$ cat config.mk
export PLATFORM = sky130hd
export DESIGN_NAME = tns_rx_27_flat
export DESIGN_NICKNAME = d
export VERILOG_FILES = /design/src/rtl/tns_pkg.sv /design/src/rtl/tns_rx_27_if.sv /design/src/rtl/tns_dec_27.sv /design/src/rtl/tns_rx_27.sv /design/src/flat_wrapper.sv
export SDC_FILE = /design/constraint.sdc
export NUM_CORES = 1
export LEC_CHECK = 0
export ABC_AREA = 1
export ABC_CLOCK_PERIOD_IN_PS = 18650
export CORE_MARGIN = 3
export CORE_UTILIZATION = 50
export CTS_BUF_LIST = sky130_fd_sc_hd__clkbuf_4
export CTS_CLUSTER_DIAMETER = 120
export DETAILED_ROUTE_END_ITERATION = 16
export PLACE_DENSITY = 0.65
export SYNTH_ARGS = -nofsm -noshare
export SYNTH_HDL_FRONTEND = slang
export SYNTH_SLANG_ARGS = --single-unit
export TNS_END_PERCENT = 5
$ cat constraint.sdc
create_clock -name clock -period 18.65 [get_ports clock]
set_input_delay 3.73 -clock clock [delete_from_list [all_inputs] [get_ports clock]]
set_output_delay 3.73 -clock clock [all_outputs]
set_load 0.02 [all_outputs]
$ cat src/rtl/tns_pkg.sv
// Shared types and constants for the 27-bit TSV receiver.
// Each 3-bit group carries one base-7 digit. Six digits use fixed codes;
// digit 6 has two codes (3'b011 / 3'b100) chosen by the transmitter so the
// group never produces a forbidden transition against its history bit.
package tns_pkg;

    localparam int TSV_W  = 27;
    localparam int GROUPS = 9;
    localparam int BLEN09 = 26;

    typedef logic [TSV_W-1:0]  tsv_word_t;
    typedef logic [BLEN09-1:0] tns_data_t;

    // Decoded values at or above this bound are out of range
    localparam tns_data_t TNS10_C = 26'd10_000_000;

    // Forbidden group codes (bit 3j+2 is the code MSB) for history bit 0 / 1
    localparam logic [2:0] VIOL_R0 = 3'b100;
    localparam logic [2:0] VIOL_R1 = 3'b011;

    // Map one group code to its base-7 digit
    function automatic logic [2:0] code_digit(input logic [2:0] code);
        logic [2:0] d;
        case (code)
            3'b000:  d = 3'd0;
            3'b001:  d = 3'd1;
            3'b010:  d = 3'd2;
            3'b011:  d = 3'd6;
            3'b100:  d = 3'd6;
            3'b101:  d = 3'd3;
            3'b110:  d = 3'd4;
            default: d = 3'd5;
        endcase
        return d;
    endfunction

endpackage

$ cat src/rtl/tns_rx_27_if.sv
// Receiver bus: TSV input side, decoded output side and error reporting.
interface tns_rx_27_if
    import tns_pkg::*;
    #(parameter int CNT_W = 16) ();

    tsv_word_t        tsv_in;
    logic             tsv_valid;
    logic             clear_err;
    tns_data_t        data_out;
    logic             data_valid;
    logic             rule_err;
    logic             range_err;
    logic             err_sticky;
    logic [CNT_W-1:0] err_count;

    modport master (
        output tsv_in, tsv_valid, clear_err,
        input  data_out, data_valid, rule_err, range_err, err_sticky, err_count
    );

    modport slave (
        input  tsv_in, tsv_valid, clear_err,
        output data_out, data_valid, rule_err, range_err, err_sticky, err_count
    );

endinterface

$ cat src/rtl/tns_dec_27.sv
// Combinational TNS decoder: nine base-7 digits, group 0 least significant.
module tns_dec_27
    import tns_pkg::*;
(
    input  tsv_word_t i_tsv,
    output tns_data_t o_data
);

    // Horner evaluation from the most significant group down
    always_comb begin
        o_data = '0;
        for (int j = GROUPS - 1; j >= 0; j--) begin
            o_data = (o_data * tns_data_t'(7)) + tns_data_t'(code_digit(i_tsv[3*j +: 3]));
        end
    end

endmodule

$ cat src/rtl/tns_rx_27.sv
// TNS receiver: two-stage pipeline (capture, decode+check), per-group
// transition-rule checking against a history register, range checking,
// sticky error flag and an optional saturating error counter.
// Optional feature macro: TNS_RX_ERRCNT_EN (enables err_count).
module tns_rx_27
    import tns_pkg::*;
    #(parameter int CNT_W = 16)
(
    input logic         clock,
    input logic         reset_n,
    tns_rx_27_if.slave  bus
);

    tsv_word_t         r_tsv_p1;
    logic              r_vld_p1;
    tns_data_t         r_data_p2;
    logic              r_vld_p2;
    logic              r_rule_p2;
    logic              r_range_p2;
    logic [GROUPS-1:0] r_rbit;
    logic              r_sticky;

    tns_data_t         w_dec;
    logic [GROUPS-1:0] w_viol;
    logic [GROUPS-1:0] w_rbit_nxt;
    logic              w_rule;
    logic              w_range;
    logic              w_flag;

    // Stage 1: capture the bus every cycle
    always_ff @(posedge clock or negedge reset_n) begin
        if (!reset_n) begin
            r_tsv_p1 <= '0;
            r_vld_p1 <= 1'b0;
        end else begin
            r_tsv_p1 <= bus.tsv_in;
            r_vld_p1 <= bus.tsv_valid;
        end
    end

    tns_dec_27 u_dec (
        .i_tsv  (r_tsv_p1),
        .o_data (w_dec)
    );

    // Per-group rule check against the pre-update history, and next history
    always_comb begin
        w_viol     = '0;
        w_rbit_nxt = '0;
        for (int j = 0; j < GROUPS; j++) begin
            w_viol[j]     = ((r_tsv_p1[3*j +: 3] == VIOL_R0) && !r_rbit[j]) ||
                            ((r_tsv_p1[3*j +: 3] == VIOL_R1) &&  r_rbit[j]);
            w_rbit_nxt[j] = r_tsv_p1[3*j + 2];
        end
    end

    assign w_rule  = r_vld_p1 & (|w_viol);
    assign w_range = r_vld_p1 & (w_dec >= TNS10_C);
    assign w_flag  = w_rule | w_range;

    // Stage 2: register decoded word and per-word flags; data holds when idle
    always_ff @(posedge clock or negedge reset_n) begin
        if (!reset_n) begin
            r_data_p2  <= '0;
            r_vld_p2   <= 1'b0;
            r_rule_p2  <= 1'b0;
            r_range_p2 <= 1'b0;
        end else begin
            r_vld_p2   <= r_vld_p1;
            r_rule_p2  <= w_rule;
            r_range_p2 <= w_range;
            if (r_vld_p1) begin
                r_data_p2 <= w_dec;
            end
        end
    end

    // History bits follow every valid word, flagged or not
    always_ff @(posedge clock or negedge reset_n) begin
        if (!reset_n) begin
            r_rbit <= '0;
        end else if (r_vld_p1) begin
            r_rbit <= w_rbit_nxt;
        end
    end

    // Sticky flag: clear takes effect before a same-cycle flagged word sets it
    always_ff @(posedge clock or negedge reset_n) begin
        if (!reset_n) begin
            r_sticky <= 1'b0;
        end else begin
            r_sticky <= (r_sticky & ~bus.clear_err) | w_flag;
        end
    end

`ifdef TNS_RX_ERRCNT_EN
    logic [CNT_W-1:0] r_cnt;

    function automatic logic [CNT_W-1:0] sat_inc(input logic [CNT_W-1:0] v, input logic inc);
        if (inc && (v != '1)) begin
            return v + {{(CNT_W-1){1'b0}}, 1'b1};
        end
        return v;
    endfunction

    // Saturating count of flagged words; clear applies before the increment
    always_ff @(posedge clock or negedge reset_n) begin
        if (!reset_n) begin
            r_cnt <= '0;
        end else begin
            r_cnt <= sat_inc(bus.clear_err ? '0 : r_cnt, w_flag);
        end
    end

    assign bus.err_count = r_cnt;
`else
    localparam logic [CNT_W-1:0] CNT_ZERO = '0;
    assign bus.err_count = CNT_ZERO;
`endif

    assign bus.data_out   = r_data_p2;
    assign bus.data_valid = r_vld_p2;
    assign bus.rule_err   = r_rule_p2;
    assign bus.range_err  = r_range_p2;
    assign bus.err_sticky = r_sticky;

endmodule

$ cat src/flat_wrapper.sv
// flat-port wrapper written by rule: the top's interface ports become plain ports
module tns_rx_27_flat import tns_pkg::*;
#(parameter int CNT_W = 16)
  (clock, reset_n, bus_tsv_in, bus_tsv_valid, bus_clear_err, bus_data_out, bus_data_valid, bus_rule_err, bus_range_err, bus_err_sticky, bus_err_count);
  tns_rx_27_if #(.CNT_W(CNT_W)) bus_i ();
  input logic clock;
  input logic reset_n;
  input wire logic [$bits(bus_i.tsv_in)-1:0] bus_tsv_in;
  input wire logic [$bits(bus_i.tsv_valid)-1:0] bus_tsv_valid;
  input wire logic [$bits(bus_i.clear_err)-1:0] bus_clear_err;
  output wire logic [$bits(bus_i.data_out)-1:0] bus_data_out;
  output wire logic [$bits(bus_i.data_valid)-1:0] bus_data_valid;
  output wire logic [$bits(bus_i.rule_err)-1:0] bus_rule_err;
  output wire logic [$bits(bus_i.range_err)-1:0] bus_range_err;
  output wire logic [$bits(bus_i.err_sticky)-1:0] bus_err_sticky;
  output wire logic [$bits(bus_i.err_count)-1:0] bus_err_count;
  assign bus_i.tsv_in = bus_tsv_in;
  assign bus_i.tsv_valid = bus_tsv_valid;
  assign bus_i.clear_err = bus_clear_err;
  assign bus_data_out = bus_i.data_out;
  assign bus_data_valid = bus_i.data_valid;
  assign bus_rule_err = bus_i.rule_err;
  assign bus_range_err = bus_i.range_err;
  assign bus_err_sticky = bus_i.err_sticky;
  assign bus_err_count = bus_i.err_count;
  tns_rx_27 #(.CNT_W(CNT_W)) u_core (.clock(clock), .reset_n(reset_n), .bus(bus_i));
endmodule
==> flow_summary_export.csv <==
group,metric,value,unit
die,coreArea,0.02894,mm2
synth,ys_ff_latch,67,
placed_design,portBuffers,60,
die,rows,62,
placed_design,place.gp.congestion,0.8717,
drt,viasPerCell,4.995,
die,die_w,178.2,um
hold_path,hp-class,"flip-flop to flip-flop",
drt,detail-route-antenna-nets,0,
clock_network,cts_tree,"built",
drt,wl_per_cell,12.21,um
synth,synth.distinct_cells,60,
clock_network,clk_pin_slew_worst_paths,130,ps
finish,diodes,0,
critical_path,crit_path_end_kind,"flip-flop",
critical_path,cp-start-kind,"flip-flop",
critical_path,worstSetupPathType,"flip-flop to flip-flop",
placed_design,dpl.hpwl,25270,um
critical_path,crit_arrival,17970,ps
finish,syn_to_final_growth,14.24,%
synth,syn_area,0.01482,mm2
critical_path,cpMaxStageDelayCell,"fa_1",
clock_network,clk_latency,430,ps
global_route,grt_pass1_wl,49780,um
critical_path,path_max_fanout,5,
sta,hold_violations,0,
sta,setup_viol,0,
die,start_util,51.22,%
clock_network,clock_path_buffers,2,
sta,slew_headroom,30.81,%
sta,fin_crit_sh,94.62,%
finish,drive_gt1_share,11.53,%
run_status,status,"finished clean",
sta,tightest_slew,1037,ps
sta,fin_hold_ws,489.9,ps
sta,fin_skew,21.08,ps
synth,netlist_instances,1927,
finish,layout_common_cells,"370 x nand2_1, 364 x inv_1, 276 x ha_1",
die,die_area,0.03174,mm2
sta,clock.fmax,0.05667,GHz
die,boundaryPins,77,
drt,vias,12010,
global_route,grt_max_degree,68,
finish,num-nets-final,2442,
global_route,antenna_found_initial,0,
critical_path,cpMostUsedCell,"ha_1",
sta,post-route-min-period,17650,ps
clock_network,htree_num_levels,3,
synth,yosysSeqAreaShare,11.31,%
drt,routed_wirelength,29360,um
critical_path,required,18970,ps
global_route,grt_pass1_vias,11030,
clock_network,numCtsBuffers,9,
global_route,grtUsageTotal,18.41,%
drt,dr.pass1.iters,5,
clock_network,cts.sinks,67,
critical_path,slowest_delay,540,ps
clock_network,postCtsHoldBufs,0,
synth,ys_warn_count,0,
synth,syn_area_per_cell,7.691,um2
drt,drcViolationCount,0,
finish,final_common_cell,"nand2_1",
flow_run,drv_cap,0,
drt,dr.first_iter.drc_count,473,
sta,slew_viol_final,0,
clock_network,clockRootBuffer,"clkbuf_4",
die,die_h,178.2,um
global_route,grt_overflow,0,
## synth_stat cells, drive strengths merged
| library cell | n | area, um2 |
|---|---|---|
| nand3 | 73 | 395.4 |
| nand3b | 2 | 15.01 |
| o211ai | 1 | 12.51 |
| a21oi | 136 | 710.7 |
| nor2 | 76 | 285.3 |
| fa | 95 | 1902 |
| o221ai | 2 | 17.52 |
| and3 | 1 | 6.260 |
| buf | 18 | 130.1 |
| and2 | 3 | 18.77 |
| o31ai | 2 | 20.02 |
| nor3 | 18 | 90.09 |
| o21bai | 24 | 191.4 |
| nand4 | 14 | 87.58 |
| nor4 | 7 | 43.79 |
| inv | 376 | 1411 |
| conb | 1 | 3.750 |
| xnor2 | 56 | 520.5 |
| o21ai | 100 | 568.1 |
| a31oi | 6 | 37.54 |
| maj3 | 3 | 30.03 |
| xnor3 | 1 | 22.52 |
| or2 | 9 | 56.30 |
| ha | 300 | 3754 |
| nand2 | 392 | 1504 |
| o21a | 3 | 22.52 |
| o22ai | 1 | 6.260 |
| a21boi | 9 | 86.33 |
| xor2 | 98 | 948.4 |
| o2111ai | 2 | 23.77 |
| o311ai | 1 | 8.760 |
| o41ai | 1 | 8.760 |
| dfrtp | 67 | 1677 |
| a21o | 13 | 97.59 |
| a211oi | 6 | 50.05 |
| a31o | 2 | 17.52 |
| a221o | 1 | 10.01 |
| nor3b | 1 | 7.510 |
| clkbuf | 6 | 22.52 |
## timing repair
action	CTS	global route
pin swaps	1	28
setup buffers	1	24
setup endpoints to repair	3	13
gates resized for setup	4	141
## registers in the layout, summed over array words and instances, names as in the netlist
name	count
u_core.bus.rule_err	1
u_core.bus.data_out	26
u_core.r_tsv_p1	27
u_core.bus.data_valid	1
u_core.r_rbit	9
u_core.bus.range_err	1
u_core.bus.err_sticky	1
u_core.r_vld_p1	1
## routing by layer
metal  GRT usage [%]  part of all wire (%)
met3           1.554                   2.9
met5               0                     0
met4           2.651                  0.86
met1           28.68                    53
met2           28.23                    43
## path summary, 6_finish.rpt
check	startpoint	to	slack, ps	depth (start not counted)
worst max-delay path	u_core.r_tsv_p1[24]	u_core.bus.err_sticky	1000	87
worst min-delay path	u_core.bus.data_out[1]	u_core.bus.data_out[1]	490	2
worst max register to register	u_core.r_tsv_p1[24]	u_core.bus.err_sticky	1000	87
worst min register to register	u_core.bus.data_out[1]	u_core.bus.data_out[1]	490	2
max in group asynchronous	reset_n	u_core.r_tsv_p1[24]	14620	2
min in group asynchronous	reset_n	u_core.r_rbit[8]	3470	2
## cell type report
class	count	area, um2
tap	384	480.5
timing repair buffer	87	798.3
clock buffer	9	67.56
fill	2683	12000
sequential	67	1678
multi-input combinational	1475	12430
inverter	376	1411
clock inverter	7	67.56
## through the flow
| step | worst slack, ps | setup TNS, ps | instance area [um2] | instances | utilization (%) |
|---|---|---|---|---|---|
| 2_1_floorplan | 1399 | 0 | 14880 | 1942 | - |
| 3_3_place_gp | 392.3 | 0 | 15820 | 2364 | 54.66 |
| 3_5_place_dp | -110.3 | -213.6 | 15820 | 2364 | 54.66 |
| 4_1_cts | 45.77 | 0 | 15980 | 2381 | 55.23 |
| 5_1_grt | -131.3 | -373.1 | 16930 | 2405 | 58.51 |
| 6_report | 1003 | 0 | 16930 | 2405 | 58.51 |
## worst max-delay path, delay by kind of cell, from the launching register on
family / cells / cell delay [ps]
buf+inv: 14 / 1020
flops: 1 / 430
fa+ha+maj: 26 / 9360
compound gates: 18 / 2600
xor+xnor: 7 / 1570
simple gates: 22 / 2560
## cell families (layout without fill, tap and decap cells)
| group | count (synthesis) | count (layout) | share of synthesized area (%) |
|---|---|---|---|
| AND/OR/NAND/NOR | 596 | 596 | 16.94 |
| AO/OA/AOI/OAI | 310 | 310 | 12.75 |
| buffers and inverters | 400 | 479 | 10.55 |
| adder cells (fa/ha/maj) | 398 | 398 | 38.36 |
| flip-flops | 67 | 67 | 11.31 |
| XOR/XNOR | 155 | 155 | 10.06 |
| other | 1 | 16 | 0.02530 |
Power is left out: the tool's default activity adds up to more than one toggle a clock period on the data nets, which glitch-free logic cannot reach.
